`src/rtl/mmio_uart_tx.sv`:
```
// Memory-mapped 8N1 UART transmitter sitting on the core's data-memory port.
// Bytes are queued in a small FIFO and shifted out LSB first on a registered tx line.
module mmio_uart_tx #(
    parameter logic [31:0] BASE_ADDR    = 32'hFFFF_FF00,
    parameter int          CLKS_PER_BIT = 16,
    parameter int          FIFO_DEPTH   = 4
) (
    input  logic        clk,
    input  logic        reset,
    input  logic        MemWrite,
    input  logic [31:0] ALUResult,
    input  logic [31:0] WriteData,
    output logic [31:0] ReadData,
    output logic        Sel,
    output logic        tx
);

    localparam int PTR_W  = $clog2(FIFO_DEPTH);
    localparam int CNT_W  = PTR_W + 1;
    localparam int BAUD_W = $clog2(CLKS_PER_BIT);

    typedef enum logic [1:0] {
        IDLE,
        START,
        DATA,
        STOP
    } txState_t;

    txState_t           r_state;
    txState_t           w_nextState;
    logic [7:0]         r_fifo [FIFO_DEPTH];
    logic [PTR_W-1:0]   r_wrPtr;
    logic [PTR_W-1:0]   r_rdPtr;
    logic [CNT_W-1:0]   r_count;
    logic               r_ovr;
    logic               r_en;
    logic [BAUD_W-1:0]  r_baud;
    logic [BAUD_W-1:0]  w_baudNext;
    logic [2:0]         r_bitIdx;
    logic [2:0]         w_bitIdxNext;
    logic [7:0]         r_shift;
    logic [7:0]         w_shiftNext;
    logic               r_tx;
    logic               w_txNext;

    logic               w_write;
    logic               w_wrTxData;
    logic               w_wrStatus;
    logic               w_wrCtrl;
    logic               w_full;
    logic               w_empty;
    logic               w_busy;
    logic               w_pop;
    logic               w_pushOk;
    logic               w_drop;
    logic               w_baudEnd;
    logic [31:0]        w_countExt;
    logic [31:0]        w_status;
    logic               w_unused;

    assign Sel        = (ALUResult[31:4] == BASE_ADDR[31:4]);
    assign w_write    = MemWrite && Sel;
    assign w_wrTxData = w_write && (ALUResult[3:2] == 2'd0);
    assign w_wrStatus = w_write && (ALUResult[3:2] == 2'd1);
    assign w_wrCtrl   = w_write && (ALUResult[3:2] == 2'd2);

    assign w_full     = (r_count == CNT_W'(FIFO_DEPTH));
    assign w_empty    = (r_count == '0);
    assign w_busy     = (r_state != IDLE);
    assign w_baudEnd  = (r_baud == BAUD_W'(CLKS_PER_BIT - 1));

    // A full FIFO still takes a byte when the transmitter frees a slot that same cycle.
    assign w_pushOk   = w_wrTxData && (!w_full || w_pop);
    assign w_drop     = w_wrTxData && w_full && !w_pop;

    assign w_countExt = 32'(r_count);
    assign w_status   = {24'b0, w_countExt[3:0], r_ovr, w_busy, w_empty, w_full};
    assign w_unused   = ^{WriteData[31:8], WriteData[6:4], WriteData[2:1],
                          ALUResult[1:0], w_countExt[31:4]};

    always_comb begin
        ReadData = 32'b0;
        if (Sel) begin
            case (ALUResult[3:2])
                2'd1:    ReadData = w_status;
                2'd2:    ReadData = {31'b0, r_en};
                default: ReadData = 32'b0;
            endcase
        end
    end

    always_comb begin
        w_nextState  = r_state;
        w_pop        = 1'b0;
        w_shiftNext  = r_shift;
        w_bitIdxNext = r_bitIdx;
        w_baudNext   = r_baud + BAUD_W'(1);
        w_txNext     = 1'b1;
        case (r_state)
            IDLE: begin
                w_baudNext = '0;
                if (r_en && !w_empty) begin
                    w_pop       = 1'b1;
                    w_shiftNext = r_fifo[r_rdPtr];
                    w_nextState = START;
                end
            end
            START: begin
                if (w_baudEnd) begin
                    w_baudNext   = '0;
                    w_bitIdxNext = 3'd0;
                    w_nextState  = DATA;
                end
            end
            DATA: begin
                if (w_baudEnd) begin
                    w_baudNext = '0;
                    if (r_bitIdx == 3'd7) begin
                        w_nextState = STOP;
                    end else begin
                        w_shiftNext  = {1'b0, r_shift[7:1]};
                        w_bitIdxNext = r_bitIdx + 3'd1;
                    end
                end
            end
            STOP: begin
                if (w_baudEnd) begin
                    w_baudNext = '0;
                    if (r_en && !w_empty) begin
                        w_pop       = 1'b1;
                        w_shiftNext = r_fifo[r_rdPtr];
                        w_nextState = START;
                    end else begin
                        w_nextState = IDLE;
                    end
                end
            end
            default: w_nextState = IDLE;
        endcase
        // The line level is decided from where the FSM is heading so tx stays a pure flop.
        case (w_nextState)
            START:   w_txNext = 1'b0;
            DATA:    w_txNext = w_shiftNext[0];
            default: w_txNext = 1'b1;
        endcase
    end

    always_ff @(posedge clk or negedge reset) begin
        if (!reset) begin
            r_state  <= IDLE;
            r_baud   <= '0;
            r_bitIdx <= 3'd0;
            r_shift  <= 8'd0;
            r_tx     <= 1'b1;
        end else begin
            r_state  <= w_nextState;
            r_baud   <= w_baudNext;
            r_bitIdx <= w_bitIdxNext;
            r_shift  <= w_shiftNext;
            r_tx     <= w_txNext;
        end
    end

    always_ff @(posedge clk or negedge reset) begin
        if (!reset) begin
            r_wrPtr <= '0;
            r_rdPtr <= '0;
            r_count <= '0;
        end else begin
            if (w_pushOk) begin
                r_wrPtr <= r_wrPtr + PTR_W'(1);
            end
            if (w_pop) begin
                r_rdPtr <= r_rdPtr + PTR_W'(1);
            end
            case ({w_pushOk, w_pop})
                2'b10:   r_count <= r_count + CNT_W'(1);
                2'b01:   r_count <= r_count - CNT_W'(1);
                default: r_count <= r_count;
            endcase
        end
    end

    always_ff @(posedge clk) begin
        if (w_pushOk) begin
            r_fifo[r_wrPtr] <= WriteData[7:0];
        end
    end

    // Overrun set is checked last so it wins over a clear in the same cycle.
    always_ff @(posedge clk or negedge reset) begin
        if (!reset) begin
            r_ovr <= 1'b0;
            r_en  <= 1'b1;
        end else begin
            if (w_wrStatus && WriteData[3]) begin
                r_ovr <= 1'b0;
            end
            if (w_drop) begin
                r_ovr <= 1'b1;
            end
            if (w_wrCtrl) begin
                r_en <= WriteData[0];
            end
        end
    end

    assign tx = r_tx;

endmodule
```
`config.mk`:
```
export PLATFORM = sky130hd
export DESIGN_NAME = mmio_uart_tx
export DESIGN_NICKNAME = d
export VERILOG_FILES = /design/src/rtl/mmio_uart_tx.sv
export SDC_FILE = /design/constraint.sdc
export NUM_CORES = 1
export LEC_CHECK = 0
export BUFFER_PORTS_ARGS = -buffer_cell sky130_fd_sc_hd__buf_4
export CAP_MARGIN = 0
export CORE_ASPECT_RATIO = 1.5
export CORE_MARGIN = 2
export CORE_UTILIZATION = 50
export CTS_CLUSTER_SIZE = 14
export DETAILED_ROUTE_END_ITERATION = 16
export HOLD_SLACK_MARGIN = 0.05
export MAX_ROUTING_LAYER = met4
export PLACE_DENSITY = 0.79
export SYNTH_ARGS = -nofsm -noshare
export SYNTH_HDL_FRONTEND = slang
export SYNTH_SLANG_ARGS = --single-unit
```
`constraint.sdc`:
```
create_clock -name clk -period 3.12 [get_ports clk]
set_input_delay 0 -clock clk [delete_from_list [all_inputs] [get_ports clk]]
set_output_delay 0 -clock clk [all_outputs]
set_load 0.005 [all_outputs]
```
==> results.md <==
- Outcome: completed
- Most common cell in the netlist: edfxtp_1
- First-pass GRT wire length: 9710 um
- CP cell instances: inv_1, ha_1, a41oi_2, nor3_1, nand2_1, fa_1, or3_1, o21ai_0, xnor2_1
- Leak Pwr: 1.64 nW
- Worst r2r src: r_state[0]
- Worst reg2reg path depth: 9
- Worst-skew pair later-pin latency: about 340 ps
- Layout cell share with drive strength beyond 1: 26.4%
- Compound-Gate Fraction of Synth Area: 9.43%
- Initial core utilization: 51.4%
- Synth top area share: 30.7%
- Period utilisation layout: 87.8%
- Pwr dens: around 400 mW/mm2
- CP startpoint kind: flip-flop
- Rows: 35
- Xor/xnor share of the synthesized area: under 10%
- Syn Area/Cell: between 10 and 15 um2
- Setup TNS: 0 ps
- CP required: 3390 ps
- Chip height: ~100 um
- Number of flops mapped to enable cells by yosys: 32
- DP HPWL: 4240 um
- Total track usage: about a fifth
- CP arrival: 3010 ps
- Hold Path Class: input port to asynchronous set/reset pin
- Deepest clock path buffer count: 2
- Setup slack after layout: 382 ps
- CTS sink count: 59
- Rel. slew slack: 62.1%
- Mux contribution to synthesized area: 9.51%
- Area Overhead vs Synth: 21.3%
- Dominant cell type by area after synthesis: edfxtp_1
- Vias in the first global route: 2170
- Final slew viol count: 0
- Most frequent cells after synthesis: edfxtp_1 (32), buf_4 (26), dfrtp_1 (25), nand2_1 (19), inv_1 (18)
- Combinational family with the most area after synthesis: simple AND/OR/NAND/NOR gates
- Yosys cell types: 41
- GPL Wtd Cong: 0.878
- Worst-Margin Slew: 568 ps
- Final hold vios: 0
- Crit path largest cell delay: 420 ps
- Worst Skew: 10.1 ps
- CTS clock-pin slew for the worst setup and hold paths: 80 ps
- Worst-path fanout max: 12
- Drt total wl: 5780 um
- Endpoint type of the worst setup path: flip-flop
- Reg2reg setup slack: 380 ps
- Post-synth design cell area: 0.00313 mm2
- Simple-gate portion of the synthesized area: between 10% and 20%
- Die ar.: 0.00692 mm2
- Post-CTS Resized: 0
- Core outline area: 0.00609 mm2
- Final Instance Area: 0.00380 mm2
- Hold_buf cts: 10
- Synth Area in Adders: around 6.2%
- Top_reg_cell synth: edfxtp_1
- RSZ-0062 raised after global routing: no
- Setup CP Type: flip-flop to flip-flop
- Worst slack, placed: 376 ps
- Worst VDD drop: 0.423 mV
- Seq/Total Area, Yosys: 52.4%
- Ys async rst share: 45.8%
- Number of clock buffers inserted by TritonCTS: 9
- H-tree levels: 3
- Vias per cell: 5.30
- Final Util: 62.4%
- Warnings, synthesis: 0
- ANT cells: 0
- Largest net degree at the start of global routing: 28
- Wire per inst: 14.2 um
- Total power: 1.51 mW
- Nets: 410
- Number of detailed-route iterations in the first pass: 4
- Mapped Cells: ~260
- Remaining global-route overflow: 0
- Reg2reg end: r_count[2]
- DR iter-0 viols: 87
- Largest cells by area after synthesis: edfxtp_1 (31%), dfrtp_1 (20%), buf_4 (6.2%)
- Post-route ant nets: 0
- Final setup viols: 0
- Crit-path slowest cell: dfrtp_1
- Yosys reg bits: 59
- CTS tree: done
- Period minus WS final: 2740 ps
- CTS Root Buffer Type: clkbuf_8
- DR vias: 2157
- Post-CTS setup buffer count: 0
- Area after DPL: between 0.003 and 0.004 mm2
- PortBufs: 49
- Drt drc: 0
- Antenna violations before repair: 0
- Io pins: 101
- F_max: 365 MHz
- # Max-Cap Violations: 0
- Die Wd: 68.6 um
## metrics by stage
step	hold WS (ps)	cells
2_1_floorplan	-296	283
3_3_place_gp	-64.3	381
3_5_place_dp	-59.7	381
4_1_cts	117	407
5_1_grt	143	407
6_report	107	407
## cell usage in the layout, fill, tap and decap left out, drive strengths merged, types with 3 or more instances in the layout
cell         Yosys  final
nand4b           3      3
and3             4      4
conb             1     25
mux2i            8      8
nor2            17     17
clkbuf           4      9
dlygate4sd3      0     10
inv             18     19
edfxtp          32     32
buf             28     56
a21oi            5      5
nor3             4      4
a22o             9      9
mux2             3      3
nand4            7      7
clkinv           0      4
nand2           19     19
o21ai           17     17
o31ai            3      3
ha              14     14
nor4             3      3
nand3            3      3
xnor2            6      6
dfrtp           25     25
mux4             8      8
## area by class of cell
class | instances | area, um2
sequential | 59 | 1640
clock inverter | 7 | 53.8
fill | 471 | 2290
clock buffer | 9 | 124
inverter | 18 | 67.6
timing repair buffer | 66 | 520
tap | 74 | 92.6
multi-input combinational | 174 | 1300
## logic make-up after synthesis
| kind of cell | count (synthesis) |
|---|---|
| buffers and inverters | 50 |
| XOR/XNOR | 6 |
| flip-flops | 59 |
| multiplexers | 19 |
| adder cells (fa/ha/maj) | 15 |
| AO/OA/AOI/OAI | 43 |
| other | 1 |
| AND/OR/NAND/NOR | 66 |
## worst max-delay path: cells and delay by family (launching register included)
family | cells | cell delay [ps]
DFF | 1 | 420
xor gates and xnor gates | 1 | 140
and+or+nand+nor | 3 | 800
buffers and inverters | 1 | 110
AOI/OAI and AO/OA | 2 | 370
adders and majority gates | 2 | 810
## worst max-delay path by stage
stage | slack (ps) | endpoint | start
floorplan | 680 | r_count[2] | r_baud[0]
global placement | 440 | r_count[2] | r_state[0]
detailed placement | 380 | r_count[2] | r_state[1]
CTS | 370 | r_count[2] | r_state[1]
global route | 100 | r_count[2] | r_state[0]
finish | 380 | r_count[2] | r_state[0]
## power breakdown
part           switching [mW]  leakage, nW  internal (mW)
clock network           0.322       0.0835          0.291
registers         0.000000162        0.642          0.822
logic                  0.0323        0.914         0.0433
## state kept, by name (all words and copies together), names as in the netlist
signal and flops:
r_bitIdx 3, r_fifo 32, r_wrPtr 2, r_en 1, r_shift 8, r_state 2
r_count 3, r_ovr 1, r_baud 4, r_rdPtr 2, tx 1
## per-layer routing
| metal | GRT usage [%] | up-vias | wire, um | part of all wire (%) |
|---|---|---|---|---|
| li1 | - | 1030 | - | - |
| met1 | 22.3 | 1077 | 2280 | 39 |
| met2 | 31.7 | 39 | 3200 | 55 |
| met3 | 5.14 | 11 | 185 | 3.2 |
| met4 | 8.92 | 0 | 119 | 2.1 |
| met5 | - | - | 0 | 0 |
No activity file was read; power rests on OpenSTA's default activity.
